<file path="src/rtl/uart_cmd_responder.sv">
// Parses 5-byte UART command frames, runs one register-bus access and returns a
// paced 4-byte response. Optional inter-byte timeout: define UART_CMD_TIMEOUT_EN.
//
// state    | meaning
// IDLE     | hunting for the 0x55 header, busy low
// GET_CMD  | waiting for CMD byte
// GET_ADDR | waiting for ADDR byte
// GET_DATA | waiting for DATA byte
// GET_CSUM | waiting for CSUM byte, decides status and strobe
// EXEC     | bus strobe cycle (reg_wr or reg_rd, or none on error)
// RD_WAIT  | capture reg_rdata
// TX_LOAD  | tx_enable pulse for response byte idx
// TX_GAP   | pacing delay before the next response byte
module uart_cmd_responder #(
  parameter logic [31:0] CLK_FREQ      = 32'd50_000_000,
  parameter logic [31:0] UART_BAUD     = 32'd115200,
  parameter int unsigned TX_GAP_BITS   = 11,
  parameter int unsigned TIMEOUT_BYTES = 4
) (
  input  logic       clk_in,
  input  logic       rst_n,
  input  logic [7:0] rx_data,
  input  logic       rx_done,
  output logic [7:0] tx_data,
  output logic       tx_enable,
  output logic [7:0] reg_addr,
  output logic [7:0] reg_wdata,
  output logic       reg_wr,
  output logic       reg_rd,
  input  logic [7:0] reg_rdata,
  output logic       busy
);

  localparam logic [31:0] BIT_CYC = CLK_FREQ / UART_BAUD;
  localparam logic [31:0] TX_GAP  = 32'(TX_GAP_BITS) * BIT_CYC;
  localparam logic [7:0]  CMD_HDR = 8'h55;
  localparam logic [7:0]  RSP_HDR = 8'h5A;
  localparam logic [7:0]  CMD_WR  = 8'h01;
  localparam logic [7:0]  CMD_RD  = 8'h02;

  typedef enum logic [3:0] {
    IDLE, GET_CMD, GET_ADDR, GET_DATA, GET_CSUM, EXEC, RD_WAIT, TX_LOAD, TX_GAP_S
  } state_t;

  state_t      state;
  logic [7:0]  cmd;
  logic [1:0]  status;
  logic [7:0]  resp_data;
  logic [1:0]  idx;
  logic [31:0] gap_cnt;
  logic [7:0]  frame_sum;
  logic        csum_ok;
  logic [7:0]  next_byte;

  // reg_addr and reg_wdata double as the ADDR/DATA frame latches
  assign frame_sum = cmd + reg_addr + reg_wdata;
  assign csum_ok   = (frame_sum == rx_data);

  always_comb begin
    next_byte = RSP_HDR;
    case (idx + 2'd1)
      2'd1:    next_byte = {6'd0, status};
      2'd2:    next_byte = resp_data;
      2'd3:    next_byte = {6'd0, status} + resp_data;
      default: next_byte = RSP_HDR;
    endcase
  end

`ifdef UART_CMD_TIMEOUT_EN
  localparam logic [31:0] TIMEOUT_CYC = 32'(TIMEOUT_BYTES) * 32'd10 * BIT_CYC;
  logic [31:0] to_cnt;
  logic        in_frame;
  assign in_frame = (state == GET_CMD) || (state == GET_ADDR) ||
                    (state == GET_DATA) || (state == GET_CSUM);
`endif

  always_ff @(posedge clk_in or negedge rst_n) begin
    if (!rst_n) begin
      state     <= IDLE;
      tx_data   <= 8'd0;
      tx_enable <= 1'b0;
      reg_addr  <= 8'd0;
      reg_wdata <= 8'd0;
      reg_wr    <= 1'b0;
      reg_rd    <= 1'b0;
      busy      <= 1'b0;
      cmd       <= 8'd0;
      status    <= 2'd0;
      resp_data <= 8'd0;
      idx       <= 2'd0;
      gap_cnt   <= 32'd0;
`ifdef UART_CMD_TIMEOUT_EN
      to_cnt    <= 32'd0;
`endif
    end else begin
      tx_enable <= 1'b0;
      reg_wr    <= 1'b0;
      reg_rd    <= 1'b0;
      case (state)
        IDLE: begin
          if (rx_done && rx_data == CMD_HDR) begin
            state <= GET_CMD;
            busy  <= 1'b1;
`ifdef UART_CMD_TIMEOUT_EN
            to_cnt <= TIMEOUT_CYC - 32'd1;
`endif
          end
        end
        GET_CMD: if (rx_done) begin
          cmd   <= rx_data;
          state <= GET_ADDR;
        end
        GET_ADDR: if (rx_done) begin
          reg_addr <= rx_data;
          state    <= GET_DATA;
        end
        GET_DATA: if (rx_done) begin
          reg_wdata <= rx_data;
          state     <= GET_CSUM;
        end
        GET_CSUM: if (rx_done) begin
          // checksum error outranks an unknown command
          if (!csum_ok)                         status <= 2'd1;
          else if (cmd != CMD_WR && cmd != CMD_RD) status <= 2'd2;
          else                                  status <= 2'd0;
          resp_data <= (csum_ok && cmd == CMD_WR) ? reg_wdata : 8'd0;
          reg_wr    <= csum_ok && (cmd == CMD_WR);
          reg_rd    <= csum_ok && (cmd == CMD_RD);
          state     <= EXEC;
        end
        EXEC: begin
          if (reg_rd) begin
            state <= RD_WAIT;
          end else begin
            idx       <= 2'd0;
            tx_data   <= RSP_HDR;
            tx_enable <= 1'b1;
            state     <= TX_LOAD;
          end
        end
        RD_WAIT: begin
          resp_data <= reg_rdata;
          idx       <= 2'd0;
          tx_data   <= RSP_HDR;
          tx_enable <= 1'b1;
          state     <= TX_LOAD;
        end
        TX_LOAD: begin
          gap_cnt <= TX_GAP - 32'd1;
          state   <= TX_GAP_S;
        end
        TX_GAP_S: begin
          if (gap_cnt == 32'd0) begin
            if (idx == 2'd3) begin
              state <= IDLE;
              busy  <= 1'b0;
            end else begin
              idx       <= idx + 2'd1;
              tx_data   <= next_byte;
              tx_enable <= 1'b1;
              state     <= TX_LOAD;
            end
          end else begin
            gap_cnt <= gap_cnt - 32'd1;
          end
        end
        default: begin
          state <= IDLE;
          busy  <= 1'b0;
        end
      endcase
`ifdef UART_CMD_TIMEOUT_EN
      if (in_frame) begin
        if (rx_done) begin
          to_cnt <= TIMEOUT_CYC - 32'd1;
        end else if (to_cnt == 32'd0) begin
          state <= IDLE;
          busy  <= 1'b0;
        end else begin
          to_cnt <= to_cnt - 32'd1;
        end
      end
`endif
    end
  end

endmodule

</file>
<file path="config.mk">
export PLATFORM = sky130hd
export DESIGN_NAME = uart_cmd_responder
export DESIGN_NICKNAME = d
export VERILOG_FILES = /design/src/rtl/uart_cmd_responder.sv
export SDC_FILE = /design/constraint.sdc
export NUM_CORES = 1
export LEC_CHECK = 0
export BUFFER_PORTS_ARGS = -buffer_cell sky130_fd_sc_hd__buf_2
export CORE_ASPECT_RATIO = 1.25
export CORE_MARGIN = 2
export CORE_UTILIZATION = 64
export DETAILED_ROUTE_END_ITERATION = 16
export PLACE_DENSITY = 0.84
export SLEW_MARGIN = 20
export SYNTH_ARGS = -nofsm -noshare
export SYNTH_HDL_FRONTEND = slang
export SYNTH_SLANG_ARGS = --single-unit
export TNS_END_PERCENT = 30
</file>
<file path="constraint.sdc">
create_clock -name clk_in -period 4.8 [get_ports clk_in]
set_input_delay 0.48 -clock clk_in [delete_from_list [all_inputs] [get_ports clk_in]]
set_output_delay 0.48 -clock clk_in [all_outputs]
set_load 0.02 [all_outputs]
</file>
==> impl_metrics.toml <==
[cells_and_area]
final_cells = 580
layout.nets = 524
fin_util_pct = 72.20
final_cell_area_um2 = 5280
n_antenna_cell = 0
syn2layout_area_growth_pct = 10.15
drive_above_1_share_pct = 22.13

[pwr]
clkPwrFrac_pct = 13.9
p_total_mw = 3.801
swShare_pct = 45.90
p_int_mw = 2.057
p_seq_share_pct = 32.5
p_sw_mw = 1.745
leakage_nw = 2.229
ir_drop_mv = 0.6344
combPwrFrac_pct = 53.6
powerDensity_nw_per_um2 = 719.9

[placed_design]
placed_cells = 564
place.gp.congestion = 0.9823
dpl.hpwl_mm = 7.567
dpl_cell_area_um2 = 5066
portBuffers = 46

[timing]
finalCritPeriodShare_pct = 63.48
timing_hold_violations_final = 0
finalSetupViolations = 0
maxSlewViolCount = 0
min_period_ns = 3.047
finalSetupTns_ns = 0
fmax_ghz = 0.3282
rsz0062_at_grt = "false"
worst_pin_slew_ns = 0.9114
max_slew_margin_pct = 39.24
clock-skew-final_ns = 0.01227

[logic_synthesis]
synthArstFlopShare_pct = 100.0
postSynthAreaPerCell_um2 = 10.89
ys_warn_count = 0
syn-num-nets = 481
synth-edff-count = 0
ys_seq_elements = 84
synth-main-ff-cell = "dfrtp_1"
yosysUniqueCellTypes = 71
syn_inst = 440
seq_area_frac_synth_pct = 43.85
synth_area_um2 = 4793

[floorplan]
ios = 47
die-area_um2 = 8202
die_w_um = 81.41
chipHeight_um = 100.8
start_util_pct = 65.54
rows = 35
design.core.area_um2 = 7313

[clock_tree]
clk_pin_slew_ns = 0.09
clk_latency_ns = 0.36
root_buffer = "clkbuf_8"
cts_resized = 0
cts_tree = "yes"
clkSinkCount = 84
htreeDepth = 3
cts_buffer_depth = 2
numCtsBuffers = 9
hold_buffers = 0
post_cts_buffers = 0

[route]
drc = 0
vias = 3720
drt-total-wl_mm = 10.59
detail_route.vias_per_cell = 6.414
drtIter0Drc = 271
drtAntennaViolNets = 0
drtPass1Iterations = 5
wl_per_cell_um = 18.27

[setup_path]
ff2ff_setup_slack_ns = 1.75
worstPathArrival_ns = 3.25
endpoint = "resp_data[0]$_DFFE_PN0P_"
cp-start-kind = "flip-flop"
critPathKind = "reg2reg"
worstSetupEndpointType = "flip-flop"
critical_path_required_ns = 5.01
rr_worst_depth = 7
path_max_fanout = 12
startpoint = "reg_wdata[2]$_DFFE_PN0P_"
reg2reg_from = "reg_wdata[2]$_DFFE_PN0P_"
r2r_end = "resp_data[0]$_DFFE_PN0P_"

[run]
maxCapViolations = 0

[grt]
track_usage_pct = 28.46
grt_max_degree = 85
grt_pass1_vias = 3769
grt-ovfl-total = 0
grt_pass1_wl_mm = 17.72
antenna_found_initial = 0

[min_path]
hold_class = "in2async"

[run_status]
outcome = "completed"
==> layout by cell type (no fill, tap or decap), drive strengths merged, types with 13 or more instances in the layout <==
cell | Yosys | final
dfrtp | 84 | 84
buf | 5 | 47
nand2 | 37 | 37
mux2 | 28 | 28
nand3 | 21 | 21
o31ai | 18 | 18
nor3 | 17 | 17
nor2 | 17 | 17
o21ai | 14 | 14
a21oi | 14 | 14
xnor2 | 13 | 13
ha | 13 | 13
==> metal layers <==
metal	up-vias	global-route usage (%)	wire length, µm
met5	-	0	0
met4	0	13.82	376
met3	29	6.900	468
met2	106	48.11	5583
met1	1846	33.51	4166
li1	1739	-	-
==> worst min-delay path by stage <==
stage,startpoint,to,slack (ns)
after floorplan,rst_n,busy$_DFFE_PN0P_,0.18
after global placement,gap_cnt[22]$_DFFE_PN0P_,gap_cnt[22]$_DFFE_PN0P_,0.46
after detailed placement,tx_data[0]$_DFFE_PN0P_,tx_data[0]$_DFFE_PN0P_,0.47
after CTS,rst_n,gap_cnt[7]$_DFFE_PN0P_,0.33
after global routing,rst_n,tx_data[7]$_DFFE_PN0P_,0.21
final,rst_n,tx_data[6]$_DFFE_PN0P_,0.14
==> synthesized netlist by cell type, drive strengths merged (2+ instances only) <==
cell | instances | area (µm²)
nor2 | 17 | 66.32
o311ai | 2 | 35.04
o2bb2ai | 4 | 35.03
nand2 | 37 | 138.9
nand4bb | 2 | 22.52
a221o | 2 | 20.02
nand3 | 21 | 110.1
mux2i | 12 | 120.1
nor4 | 11 | 90.08
a22oi | 11 | 82.58
nor4b | 2 | 32.53
xnor2 | 13 | 113.9
mux2 | 28 | 326.6
or3 | 8 | 51.30
xor2 | 9 | 78.83
a211oi | 7 | 52.55
nor3 | 17 | 85.08
fa | 9 | 180.2
inv | 11 | 41.29
and3 | 7 | 43.79
clkbuf | 9 | 33.78
nor3b | 2 | 15.01
o31ai | 18 | 148.9
nand4b | 3 | 26.28
or4 | 6 | 47.55
a31oi | 2 | 12.51
a31o | 2 | 17.52
o22ai | 2 | 12.51
nand2b | 3 | 18.77
a21o | 3 | 22.52
buf | 5 | 38.78
dfrtp | 84 | 2102
o211ai | 6 | 45.04
a21oi | 14 | 70.07
a222oi | 2 | 20.02
ha | 13 | 162.7
nor2b | 2 | 12.51
o21ai | 14 | 70.07
==> area by class of cell <==
class                   count  area, µm²
clock buffers              10      137.6
fillers                   524       2033
inverters                  12      50.05
well taps                  92      115.1
flip-flops and latches     84       2102
repair buffers             47      244.0
multi-input cells         329       2559
clock inverters             6      72.57
==> worst max-delay path, stage by stage (launching register included) <==
cell and delay (ns):
dfrtp_1 0.44, fa_1 0.53, ha_1 0.31, a211oi_1 0.41, nand4bb_1 0.19, nand3_1 0.09
o22ai_1 0.72, o31ai_1 0.18
==> per-stage QoR <==
stage	setup slack (ns)	hold WS [ns]
2_1_floorplan	2.103	0.1844
3_3_place_gp	1.945	0.4631
3_5_place_dp	1.878	0.4689
4_1_cts	1.775	0.3323
5_1_grt	1.565	0.2144
6_report	1.753	0.1396
==> power by group through the flow <==
stage	combinational [mW]	sequential (mW)	clock [mW]
CTS	2.01	1.23	0.537
detailed placement	1.98	1.24	0
finish	2.04	1.23	0.529
global route	2.23	1.27	0.568
global placement	1.90	1.22	0
floorplan	1.53	1.26	0
==> cells by family after synthesis <==
group / share of synthesized area [%]
buf+inv: 2.767
mux: 9.319
compound gates: 15.22
fa+ha+maj: 7.152
simple gates: 17.20
xor+xnor: 4.490
flops: 43.85
==> state kept, by name (all words and copies together), names as in the netlist <==
register	count
cmd	8
reg_rd	1
reg_addr	8
reg_wr	1
busy	1
tx_data	8
status	2
state	4
idx	2
resp_data	8
gap_cnt	32
reg_wdata	8
tx_enable	1
(Power assumes the default switching activity.)
